$ cat src/rtl/cgra_iobuf_if.sv
// Host/DMA and IO-PE signal bundle for cgra_iobuf.
// The level outputs exist only when CGRA_IOBUF_LEVEL_EN is defined.
interface cgra_iobuf_if #(
   parameter int SYS_DWIDTH = 32,
   parameter int DEPTH      = 16
);
`ifdef CGRA_IOBUF_LEVEL_EN
   localparam int AW = $clog2(DEPTH);
`endif

   logic                  CGRA_Ena;
   logic                  Flush;
   logic [SYS_DWIDTH-1:0] Host_WrData;
   logic                  Host_WrValid;
   logic                  Host_WrReady;
   logic [SYS_DWIDTH-1:0] Host_RdData;
   logic                  Host_RdValid;
   logic                  Host_RdReady;
   logic [SYS_DWIDTH-1:0] Data_Load;
   logic                  IOBuf_Pop;
   logic [SYS_DWIDTH-1:0] Data_Store;
   logic                  IOBuf_Push;
   logic                  Load_Empty;
   logic                  Store_Full;
   logic                  Err_Underflow;
   logic                  Err_Overflow;
`ifdef CGRA_IOBUF_LEVEL_EN
   logic [AW:0]           Load_Level;
   logic [AW:0]           Store_Level;
`endif

   modport master (
      output CGRA_Ena, Flush, Host_WrData, Host_WrValid, Host_RdReady,
             IOBuf_Pop, Data_Store, IOBuf_Push,
      input  Host_WrReady, Host_RdData, Host_RdValid, Data_Load,
             Load_Empty, Store_Full, Err_Underflow, Err_Overflow
`ifdef CGRA_IOBUF_LEVEL_EN
      , input Load_Level, Store_Level
`endif
   );

   modport slave (
      input  CGRA_Ena, Flush, Host_WrData, Host_WrValid, Host_RdReady,
             IOBuf_Pop, Data_Store, IOBuf_Push,
      output Host_WrReady, Host_RdData, Host_RdValid, Data_Load,
             Load_Empty, Store_Full, Err_Underflow, Err_Overflow
`ifdef CGRA_IOBUF_LEVEL_EN
      , output Load_Level, Store_Level
`endif
   );
endinterface

$ cat src/rtl/cgra_iobuf.sv
// Host-facing IO buffer for one CGRA IO PE: a host->PE load FIFO and a PE->host store FIFO.
// Optional macro CGRA_IOBUF_LEVEL_EN exposes the registered FIFO counts as Load_Level/Store_Level.
module cgra_iobuf #(
   parameter  int SYS_DWIDTH = 32,
   parameter  int DEPTH      = 16,
   localparam int AW         = $clog2(DEPTH)
) (
   input  logic        Clk,
   input  logic        Reset,
   cgra_iobuf_if.slave bus
);

   localparam int NFIFO = 2;  // index 0 = load FIFO, 1 = store FIFO

   logic                  clr;
   logic [NFIFO-1:0]      wr_fire;
   logic [NFIFO-1:0]      rd_fire;
   logic [NFIFO-1:0]      full;
   logic [NFIFO-1:0]      empty;
   logic [SYS_DWIDTH-1:0] wr_data [NFIFO];
   logic [SYS_DWIDTH-1:0] head    [NFIFO];
   logic [AW:0]           count   [NFIFO];
   logic                  err_underflow_reg;
   logic                  err_overflow_reg;

   assign clr = Reset | bus.Flush;

   // Host writes into the load FIFO; the PE pops it only while the array is enabled.
   assign wr_fire[0] = bus.Host_WrValid & ~full[0];
   assign rd_fire[0] = bus.CGRA_Ena & bus.IOBuf_Pop & ~empty[0];
   assign wr_data[0] = bus.Host_WrData;

   assign wr_fire[1] = bus.CGRA_Ena & bus.IOBuf_Push & ~full[1];
   assign rd_fire[1] = ~empty[1] & bus.Host_RdReady;
   assign wr_data[1] = bus.Data_Store;

   genvar gi;
   generate
      for (gi = 0; gi < NFIFO; gi++) begin : g_fifo
         logic [SYS_DWIDTH-1:0] mem [DEPTH];
         logic [AW-1:0]         wr_ptr_reg;
         logic [AW-1:0]         rd_ptr_reg;
         logic [AW:0]           count_reg;

         always_ff @(posedge Clk) begin
            if (clr) begin
               wr_ptr_reg <= '0;
               rd_ptr_reg <= '0;
               count_reg  <= '0;
            end else begin
               if (wr_fire[gi]) wr_ptr_reg <= wr_ptr_reg + 1'b1;
               if (rd_fire[gi]) rd_ptr_reg <= rd_ptr_reg + 1'b1;
               if (wr_fire[gi] && !rd_fire[gi])
                  count_reg <= count_reg + 1'b1;
               else if (!wr_fire[gi] && rd_fire[gi])
                  count_reg <= count_reg - 1'b1;
            end
         end

         // Storage is never cleared; a write racing a reset/flush is simply dropped.
         always_ff @(posedge Clk) begin
            if (wr_fire[gi] && !clr)
               mem[wr_ptr_reg] <= wr_data[gi];
         end

         assign count[gi] = count_reg;
         assign empty[gi] = (count_reg == '0);
         assign full[gi]  = (count_reg == (AW+1)'(DEPTH));
         // First-word-fall-through head, forced to zero while empty.
         assign head[gi]  = empty[gi] ? '0 : mem[rd_ptr_reg];
      end
   endgenerate

   always_ff @(posedge Clk) begin
      if (clr) begin
         err_underflow_reg <= 1'b0;
         err_overflow_reg  <= 1'b0;
      end else begin
         if (bus.CGRA_Ena && bus.IOBuf_Pop && empty[0])
            err_underflow_reg <= 1'b1;
         if (bus.CGRA_Ena && bus.IOBuf_Push && full[1])
            err_overflow_reg <= 1'b1;
      end
   end

   assign bus.Host_WrReady  = ~full[0];
   assign bus.Load_Empty    = empty[0];
   assign bus.Data_Load     = head[0];
   assign bus.Host_RdValid  = ~empty[1];
   assign bus.Store_Full    = full[1];
   assign bus.Host_RdData   = head[1];
   assign bus.Err_Underflow = err_underflow_reg;
   assign bus.Err_Overflow  = err_overflow_reg;

`ifdef CGRA_IOBUF_LEVEL_EN
   assign bus.Load_Level  = count[0];
   assign bus.Store_Level = count[1];
`endif

endmodule

$ cat src/flat_wrapper.sv
// flat-port wrapper written by rule: the top's interface ports become plain ports
module cgra_iobuf_flat 
#(
   parameter  int SYS_DWIDTH = 32,
   parameter  int DEPTH      = 16,
   localparam int AW         = $clog2(DEPTH)
)
  (Clk, Reset, bus_CGRA_Ena, bus_Flush, bus_Host_WrData, bus_Host_WrValid, bus_Host_RdReady, bus_IOBuf_Pop, bus_Data_Store, bus_IOBuf_Push, bus_Host_WrReady, bus_Host_RdData, bus_Host_RdValid, bus_Data_Load, bus_Load_Empty, bus_Store_Full, bus_Err_Underflow, bus_Err_Overflow);
  cgra_iobuf_if #(.SYS_DWIDTH(SYS_DWIDTH), .DEPTH(DEPTH)) bus_i ();
  input  logic Clk;
  input  logic Reset;
  input wire logic [$bits(bus_i.CGRA_Ena)-1:0] bus_CGRA_Ena;
  input wire logic [$bits(bus_i.Flush)-1:0] bus_Flush;
  input wire logic [$bits(bus_i.Host_WrData)-1:0] bus_Host_WrData;
  input wire logic [$bits(bus_i.Host_WrValid)-1:0] bus_Host_WrValid;
  input wire logic [$bits(bus_i.Host_RdReady)-1:0] bus_Host_RdReady;
  input wire logic [$bits(bus_i.IOBuf_Pop)-1:0] bus_IOBuf_Pop;
  input wire logic [$bits(bus_i.Data_Store)-1:0] bus_Data_Store;
  input wire logic [$bits(bus_i.IOBuf_Push)-1:0] bus_IOBuf_Push;
  output wire logic [$bits(bus_i.Host_WrReady)-1:0] bus_Host_WrReady;
  output wire logic [$bits(bus_i.Host_RdData)-1:0] bus_Host_RdData;
  output wire logic [$bits(bus_i.Host_RdValid)-1:0] bus_Host_RdValid;
  output wire logic [$bits(bus_i.Data_Load)-1:0] bus_Data_Load;
  output wire logic [$bits(bus_i.Load_Empty)-1:0] bus_Load_Empty;
  output wire logic [$bits(bus_i.Store_Full)-1:0] bus_Store_Full;
  output wire logic [$bits(bus_i.Err_Underflow)-1:0] bus_Err_Underflow;
  output wire logic [$bits(bus_i.Err_Overflow)-1:0] bus_Err_Overflow;
  assign bus_i.CGRA_Ena = bus_CGRA_Ena;
  assign bus_i.Flush = bus_Flush;
  assign bus_i.Host_WrData = bus_Host_WrData;
  assign bus_i.Host_WrValid = bus_Host_WrValid;
  assign bus_i.Host_RdReady = bus_Host_RdReady;
  assign bus_i.IOBuf_Pop = bus_IOBuf_Pop;
  assign bus_i.Data_Store = bus_Data_Store;
  assign bus_i.IOBuf_Push = bus_IOBuf_Push;
  assign bus_Host_WrReady = bus_i.Host_WrReady;
  assign bus_Host_RdData = bus_i.Host_RdData;
  assign bus_Host_RdValid = bus_i.Host_RdValid;
  assign bus_Data_Load = bus_i.Data_Load;
  assign bus_Load_Empty = bus_i.Load_Empty;
  assign bus_Store_Full = bus_i.Store_Full;
  assign bus_Err_Underflow = bus_i.Err_Underflow;
  assign bus_Err_Overflow = bus_i.Err_Overflow;
  cgra_iobuf #(.SYS_DWIDTH(SYS_DWIDTH), .DEPTH(DEPTH)) u_core (.Clk(Clk), .Reset(Reset), .bus(bus_i));
endmodule
$ cat config.mk
export PLATFORM = sky130hd
export DESIGN_NAME = cgra_iobuf_flat
export DESIGN_NICKNAME = d
export VERILOG_FILES = /design/src/rtl/cgra_iobuf_if.sv /design/src/rtl/cgra_iobuf.sv /design/src/flat_wrapper.sv
export SDC_FILE = /design/constraint.sdc
export NUM_CORES = 1
export LEC_CHECK = 0
export ABC_AREA = 1
export CAP_MARGIN = 20
export CORE_ASPECT_RATIO = 0.7
export CORE_MARGIN = 5
export CORE_UTILIZATION = 35
export CTS_CLUSTER_SIZE = 40
export DETAILED_ROUTE_END_ITERATION = 12
export GPL_TIMING_DRIVEN = 0
export HOLD_SLACK_MARGIN = 0.12
export PLACE_DENSITY_LB_ADDON = 0.08
export SYNTH_ARGS = -nofsm -noshare
export SYNTH_HDL_FRONTEND = slang
export SYNTH_SLANG_ARGS = --single-unit
$ cat constraint.sdc
create_clock -name Clk -period 4.8 [get_ports Clk]
set_input_delay 1.44 -clock Clk [delete_from_list [all_inputs] [get_ports Clk]]
set_output_delay 1.44 -clock Clk [all_outputs]
set_load 0.02 [all_outputs]
==> summary.md, run 1 <==
TritonCTS built the clock tree. The share of total power consumed by net switching was 24.4%. After synthesis, the share of cell area in mux cells is 0%. The average instance area after synthesis is 11.9 um^2.

The via count of the first global-routing pass is 27.1k, and the cell area reported after detailed placement is 47800 um^2. The run gives 94600 um as the detailed placer's ending HPWL. After detailed routing, the number of vias per cell comes to 5.09. The largest single stage delay on the critical path is 0.68 ns. The number of failing hold endpoints at the final stage came out at 0. The starting density of the core is 35.4%, and the number of flip-flops under the largest register name is 1024. The worst setup path is of the flip-flop to output port kind. After detailed routing, the average wire length per cell comes to 25.1 um. The cell type contributing the most total cell area after synthesis was sky130_fd_sc_hd__edfxtp_1. Sequential cells burn 49.9% of the power. The die is 430 um wide. Port buffering added 141 buffers.

STA classifies the critical path startpoint as a flip-flop. In the post-synthesis netlist, the biggest area contributors are sky130_fd_sc_hd__edfxtp_1, sky130_fd_sc_hd__nand2_1, sky130_fd_sc_hd__nand3_1, sky130_fd_sc_hd__dfxtp_1, sky130_fd_sc_hd__buf_6. The logs give 5643 for the filler-free cell count of the finished design and 107 for the row count. The number of nets handed over by synthesis was 3717. Cells with a size suffix above 1 make up 10.5% of the layout. The kind of cell adding the most delay to the critical path was buffers and inverters. The minimum clock period after layout is 4.70 ns, and the data arrival time of the critical path is 3.26 ns.

The tools report the final wirelength as 142000 um. The synthesized design contains 1060 register bits. For the static leakage power, the log shows 18.2 nW. Among all stages on the critical path, the largest delay is contributed by sky130_fd_sc_hd__clkdlybuf4s50_1. Setup repair after global routing left no endpoint under its margin. The logs give 131000 um^2 for the die area and 107 for the number of buffers added by the clock tree synthesis step. After Yosys synthesis, XOR and XNOR cells account for 0.284% of the synthesized area. The clock network accounts for 40.8% of the total power.

The prevailing post-synth register cell is sky130_fd_sc_hd__edfxtp_1. The overall die height was 304 um; the global-route wire length before repair was 202000 um. Compared with the post-synthesis result, the final layout area differs by 18.7%. The number of top-level pins came out at 142. The run gives 28.7k as the via count of the routed design.

By area, the combinational part of the netlist is dominated by simple AND/OR/NAND/NOR gates. The sequential element share of the synthesized area was 72.9%; the simple-gate share of the synthesized area was 21.2%. The number of violations reported at the end of detailed-routing iteration 0 is 3225. The reported net switching power was 4.98 mW; the count of buffer and inverter cells on the critical path was 3. Hold repair after CTS inserted 0 buffers.

The fmax is 213 MHz. At the pin with the least slew margin, the transition time is 0.943 ns. In the routed design, unresolved DRC markers number 0. The most common cell type on the critical path was sky130_fd_sc_hd__nand2_1. The share of synthesized registers carrying an async set or reset was 0%; the cell area after layout was 51300 um^2.

Across the VDD grid, the largest voltage drop is 0.000284 V. At the end of routability-driven placement, the weighted congestion stood at 0.772. The adder-cell area share of the yosys netlist was 0.614%; the placeable core area was 122000 um^2. The max-capacitance violation count was 0. The flow ran to the end, and the final reports show no timing, DRC or antenna violations.

The largest fanout on the critical path is 11. Traced cell by cell, the critical path runs through inv_2 > buf_1 > nand3_1 > nand2_1 > nand2_1 > a21oi_1 > clkdlybuf4s50_1. For this run, the total global-route usage over all layers was measured as 21.3%. The first detailed-routing pass ran for 5 iterations.

Measured against its own limit, the worst slew margin works out to 37.0%. The number of post-CTS setup repair buffers was 0. The run gives 5441 as the number of cells after detailed placement.

The clock drives 1060 sinks. Before CTS, the worst setup slack after placement is 0.336 ns. The overall overflow remaining after global route was 0. The share of the core filled with cells is 42.0%, and the total of endpoints with negative setup slack in the final report is 0. The path type of the worst min-delay path was flip-flop to flip-flop. The complex-gate fraction of the synthesized area is 1.24%, and the insertion delay of the later-clocked pin in the worst-skew pair is 0.71 ns.

The tree is rooted in a sky130_fd_sc_hd__clkbuf_16. After clock tree synthesis, the clock-pin slew on the worst setup and hold paths is 0.06 ns. The Yosys step of the flow raised 0 warnings.

Combinational logic burns 9.3% of the power. The count of final max-slew check failures was 0. The detail route stage leaves a number of antenna-violating nets equal to 0.

For the post-synthesis instance total, the log shows 3625. The count of different cell masters after synthesis was 26; the pin count of the biggest net entering global routing was 23. Cell internal power was estimated by the tool at 15.4 mW. The number of flops mapped to enable cells by yosys came out at 1024. Sorting the synthesized cells by how often they occur yields sky130_fd_sc_hd__nand2_1, sky130_fd_sc_hd__edfxtp_1, sky130_fd_sc_hd__nand3_1, sky130_fd_sc_hd__a21oi_1, sky130_fd_sc_hd__buf_4. The most common cell in the synthesized netlist is sky130_fd_sc_hd__nand2_1. Kind of capture point of the worst setup path: an output port.

The H-tree generated during clock tree synthesis spans 3 levels. Across all setup checks in the final design, the least slack found is 0.101 ns. Dividing total power by cell area gives a power density of 398 nW/um^2.

After layout, the worst path uses 97.9% of the clock period. At the worst endpoint, the required time is 3.36 ns. The number of nets at the end of the flow was 4006. The tools report the final worst hold slack as 0.488 ns. In this run the deepest clock path goes through 3 buffers. The initial antenna violation count was 9.

The share of the synthesized area in the top cell type is 71.2%. In this run the cell area of the synthesized design comes to 43200 um^2. The clock arrives with 0.0189 ns of skew.
==> timing repair <==
action	4_1_cts	5_1_grt
gates resized for setup	31	30
endpoints found under the setup margin	36	44
endpoints found under the hold margin	0	0
==> cells in the final DEF (no fill, tap or decap), types with 3 or more instances in the layout <==
master                            synthesis  layout
sky130_fd_sc_hd__clkinv_1                 2      20
sky130_fd_sc_hd__nand2_1               1329    1329
sky130_fd_sc_hd__buf_16                   0      17
sky130_fd_sc_hd__bufinv_16                0       9
sky130_fd_sc_hd__inv_1                   34      34
sky130_fd_sc_hd__dfxtp_1                 36      36
sky130_fd_sc_hd__buf_4                   53      54
sky130_fd_sc_hd__clkdlybuf4s50_1          0     141
sky130_fd_sc_hd__buf_6                   49      49
sky130_fd_sc_hd__clkbuf_1                43      49
sky130_fd_sc_hd__clkinv_2                 0      23
sky130_fd_sc_hd__nor2_4                   1      33
sky130_fd_sc_hd__inv_6                    2       6
sky130_fd_sc_hd__edfxtp_1              1024    1024
sky130_fd_sc_hd__buf_12                   3      26
sky130_fd_sc_hd__nand3_1                781     781
sky130_fd_sc_hd__a21oi_1                 92      90
sky130_fd_sc_hd__ha_1                    18      18
sky130_fd_sc_hd__nor2_1                  47      15
sky130_fd_sc_hd__buf_1                   32       7
sky130_fd_sc_hd__nand4_1                  4       4
sky130_fd_sc_hd__buf_2                   37      51
sky130_fd_sc_hd__o21ai_0                 15      15
sky130_fd_sc_hd__clkbuf_2                 0      30
sky130_fd_sc_hd__diode_2                  0       5
sky130_fd_sc_hd__clkbuf_16                0     109
sky130_fd_sc_hd__clkinvlp_4               0       3
sky130_fd_sc_hd__xor2_1                  12      12
==> cell families after synthesis <==
group | count (synthesis)
AO/OA/AOI/OAI | 107
XOR/XNOR | 14
adder cells (fa/ha/maj) | 20
buffers and inverters | 258
flip-flops | 1060
AND/OR/NAND/NOR | 2166
==> final cells by class <==
class                   count  area (um^2)
fillers                 11600        70800
flip-flops and latches   1060        31500
multi-input cells        2307        10300
clock buffers             138         2850
repair buffers            181         2340
well taps                1635         2050
plain buffers             217         1550
clock inverters            60          543
inverters                  40          161
diodes                      5         12.5
==> power groups by stage <==
stage / combinational [mW] / sequential [mW] / clock (mW)
after floorplan: 0.942 / 10.4 / 0
after global placement: 1.90 / 10.4 / 0
after detailed placement: 1.91 / 10.4 / 0
after CTS: 1.92 / 10.2 / 8.47
after global routing: 2.05 / 10.2 / 8.88
final: 1.91 / 10.2 / 8.32
==> metrics by stage <==
step	total power [mW]	TNS, ns
after floorplan	11.3	0
after global placement	12.3	-1717.69
after detailed placement	12.3	0
after CTS	20.6	0
after global routing	21.1	0
final	20.4	0
==> routing by layer <==
metal	wire length (um)	part of all wire (%)	vias to the layer above	track usage (%)
met1	71900	51	14300	35.0
met5	7	0.0049	-	0
met3	9870	7.0	165	3.66
li1	-	-	13300	-
met2	57500	41	989	29.0
met4	2550	1.8	2	4.40
==> worst paths after layout <==
kind,end,slack (ns),cells after the start,start
max reg2reg,u_core.g_fifo[1].mem[7][17],2.02,7,u_core.g_fifo[1].count_reg[0]
min,u_core.bus.Err_Overflow,0.49,2,u_core.bus.Err_Overflow
min reg2reg,u_core.bus.Err_Overflow,0.49,2,u_core.bus.Err_Overflow
max,bus_Data_Load[12],0.10,7,flip-flop
==> worst min-delay path, stage by stage (launching register included) <==
cell and delay, ns:
sky130_fd_sc_hd__dfxtp_1 0.32, sky130_fd_sc_hd__a21oi_1 0.04, sky130_fd_sc_hd__nor2_1 0.08
Power figures use the tool's default switching activity.
==> run 2, diff against run 1 <==
- PLACE_DENSITY_LB_ADDON: 0.08 -> default
==> run 2 against run 1 <==
Largest power group unchanged; die area unchanged; sequential share of layout area is 0.31 points higher; hold slack improved by 0.010 ns; core utilization fell by 0.21 points; global-route usage decreased by 2.1 points; final area shrank 0.50%; critical path depth shrank 1; via count up 1.9%; sequential cell count is the same.
==> summary.md, run 2 (synthesis results as in run 1) <==
The reported net switching power came out at 4.87 mW (was 4.98 mW). The cell at the root of the clock tree is sky130_fd_sc_hd__clkbuf_16 (unchanged). Classification of the worst setup path: flip-flop to output port (unchanged).

The via count of the routed design came out at 29.3k (was 28.7k). TritonCTS built the clock tree. The number of H-tree branching levels was 3 (unchanged). The run gives 107 (unchanged) as the row count. The run gives 131000 um^2 (unchanged) as the die area. The worst max-slew margin expressed relative to the limit was 46.6% (was 37.0%); the overall die width was 430 um (unchanged). The overall overflow remaining after global route was 0 (unchanged); the average wire per standard cell was 22.9 um (was 25.1 um). The weighted congestion at the end of routability-driven global placement came out at 0.839 (was 0.772). For the detailed placer's ending HPWL, the log shows 85900 um (was 94600 um). The via count of the first global-routing pass is 27.1k (about the same). The share of total power consumed by net switching is 24.2% (was 24.4%), and the combinational cell fraction of total power is 9.3% (about the same).

The count of buffers inserted at the top-level ports was 141 (unchanged); the total of endpoints with negative setup slack in the final report was 0 (unchanged). The portion of total power attributed to sequential cells is 50.6% (was 49.9%). The tools report the static leakage power as 18.1 nW (was 18.2 nW). The most common cell after layout, fill and taps aside is sky130_fd_sc_hd__nand2_1 (unchanged). The setup slack after layout was 0.0412 ns (was 0.101 ns). The fraction of layout cells with a size suffix above 1 works out to 9.94% (was 10.5%). The number of search-and-repair iterations in the first detailed-routing pass came out at 5 (unchanged).

For the initial antenna violation count, the log shows 8 (was 9). Commonest cells after routing, fill and taps aside: sky130_fd_sc_hd__nand2_1, sky130_fd_sc_hd__edfxtp_1, sky130_fd_sc_hd__nand3_1 (unchanged). The cell area power density works out to 395 nW/um^2 (was 398 nW/um^2).

The area overhead of the layout relative to synthesis was 18.2% (was 18.7%). The tools report the maximum number of buffers from clock root to sink as 3 (unchanged). Setup repair after global routing left no endpoint under its margin.

The number of nets with antenna violations after routing is 0 (unchanged). The pin count of the biggest net entering global routing is 26 (was 23), and the number of nets at the end of the flow is 4000 (was 4006). The number of failing hold endpoints at the final stage came out at 0 (unchanged). The flow ran to the end, and the final reports show no timing, DRC or antenna violations.

The run gives 1060 (unchanged) as the clock sink total. The worst-margin pin slew was 0.798 ns (was 0.943 ns); the number of top-level pins was 142 (unchanged). The logs give 0.72 ns (was 0.71 ns) for the insertion delay of the later-clocked pin in the worst-skew pair and 106 (was 107) for the number of buffers added by the clock tree synthesis step.

The tools report the number of violations reported at the end of detailed-routing iteration 0 as 3846 (was 3225). The logs give 3.36 ns (about the same) for the worst path required time and 19.1% (was 21.3%) for the total global-route track usage. The setup clock skew after layout is 0.0293 ns (was 0.0189 ns), and the final routed DRC violation total is 0 (unchanged).

The tools report the data arrival time of the critical path as 3.32 ns (was 3.26 ns). The worst setup slack after placement came out at 0.367 ns (was 0.336 ns). The tools report the kind of launch point of the worst setup path as a flip-flop (unchanged). The logs give 129000 um (was 142000 um) for the final wirelength and 5635 (was 5643) for the filler-free cell count of the finished design.

The overall die height works out to 304 um (unchanged). The run gives 0 (unchanged) as the number of post-CTS setup repair buffers. The global-route wire length before repair was 186000 um (was 202000 um); the final clock period utilization by the worst path was 99.1% (was 97.9%). For the starting density of the core, the log shows 35.4% (unchanged). The power share of the clock group is 40.0% (was 40.8%), and the clock-pin transition on the worst setup and hold timing paths is 0.07 ns (was 0.06 ns).

Kind of capture point of the worst setup path: an output port (unchanged). The overall power after layout is 20.1 mW (was 20.4 mW), and the max-capacitance violation count is 0 (unchanged). The placeable core area was 122000 um^2 (unchanged); the cell-internal power was 15.3 mW (was 15.4 mW).

The minimum clock period after layout came out at 4.76 ns (was 4.70 ns). Peak supply drop: 0.000271 V (was 0.000284 V). The number of flip-flops under the largest register name came out at 1024 (unchanged).

The path type of the worst min-delay path was flip-flop to flip-flop (unchanged). The run gives 0 (unchanged) as the count of final max-slew check failures. The post-detailed-route via-to-cell ratio was 5.19 (was 5.09); the largest fanout on the critical path was 10 (was 11). The run gives 5435 (was 5441) as the number of cells after detailed placement.

The fmax came out at 210 MHz (was 213 MHz). The tools report the hold buffer count at cts as 0 (unchanged).
run 2: per-layer routing:
metal	GRT usage [%]	part of all wire (%)
met5	0.255	0
met4	4.75	2.2
met3	4.64	12
met2	26.9	42
met1	29.6	45
run 2: path summary, 6_finish.rpt:
kind	cells past startpoint	endpoint	slack, ns	startpoint
setup reg to reg	7	u_core.g_fifo[1].mem[11][28]	2.07	u_core.g_fifo[1].count_reg[0]
hold / removal	2	u_core.bus.Err_Underflow	0.50	u_core.bus.Err_Underflow
hold reg to reg	2	u_core.bus.Err_Underflow	0.50	u_core.bus.Err_Underflow
setup / recovery	6	bus_Host_RdData[2]	0.04	flip-flop
run 2: area by class of cell:
type / instances / area, um^2
Fill cell: 11300 / 71100
Antenna cell: 5 / 12.5
Sequential cell: 1060 / 31500
Inverter: 40 / 161
Clock buffer: 129 / 2760
Tap cell: 1635 / 2050
Timing Repair Buffer: 175 / 2140
Clock inverter: 66 / 579
Buffer: 218 / 1530
Multi-Input combinational cell: 2307 / 10300
run 2: what timing repair did:
action | in CTS | in global routing
resized for setup | 14 | 37
endpoints found under the setup margin | 19 | 41
cloned | 0 | 0
run 2: critical path, cell delays in order, from the launching register on:
cell and delay, ns:
sky130_fd_sc_hd__dfxtp_1 0.29, sky130_fd_sc_hd__clkbuf_1 0.27, sky130_fd_sc_hd__inv_1 0.31, sky130_fd_sc_hd__buf_1 0.62, sky130_fd_sc_hd__nand2_1 0.11, sky130_fd_sc_hd__a21oi_1 0.32
sky130_fd_sc_hd__clkdlybuf4s50_1 0.68
run 2: metrics by stage:
stage / utilization (%) / TNS [ns] / instance area (um^2) / hold slack [ns]
final: 41.8 / 0 / 51000 / 0.498
after global routing: 41.8 / 0 / 51000 / 0.522
after CTS: 41.7 / 0 / 51000 / 0.502
after detailed placement: 39.0 / 0 / 47600 / 0.475
after global placement: 38.2 / -1451.20 / 46600 / 0.454
after floorplan: - / 0 / 43200 / 0.459
run 2: power by group through the flow:
stage / Sequential [mW] / Combinational [mW] / Clock [mW]
2_1_floorplan: 10.4 / 0.942 / 0
3_3_place_gp: 10.4 / 1.83 / 0
3_5_place_dp: 10.4 / 1.86 / 0
4_1_cts: 10.2 / 1.86 / 8.18
5_1_grt: 10.2 / 2.01 / 8.56
6_report: 10.2 / 1.88 / 8.06
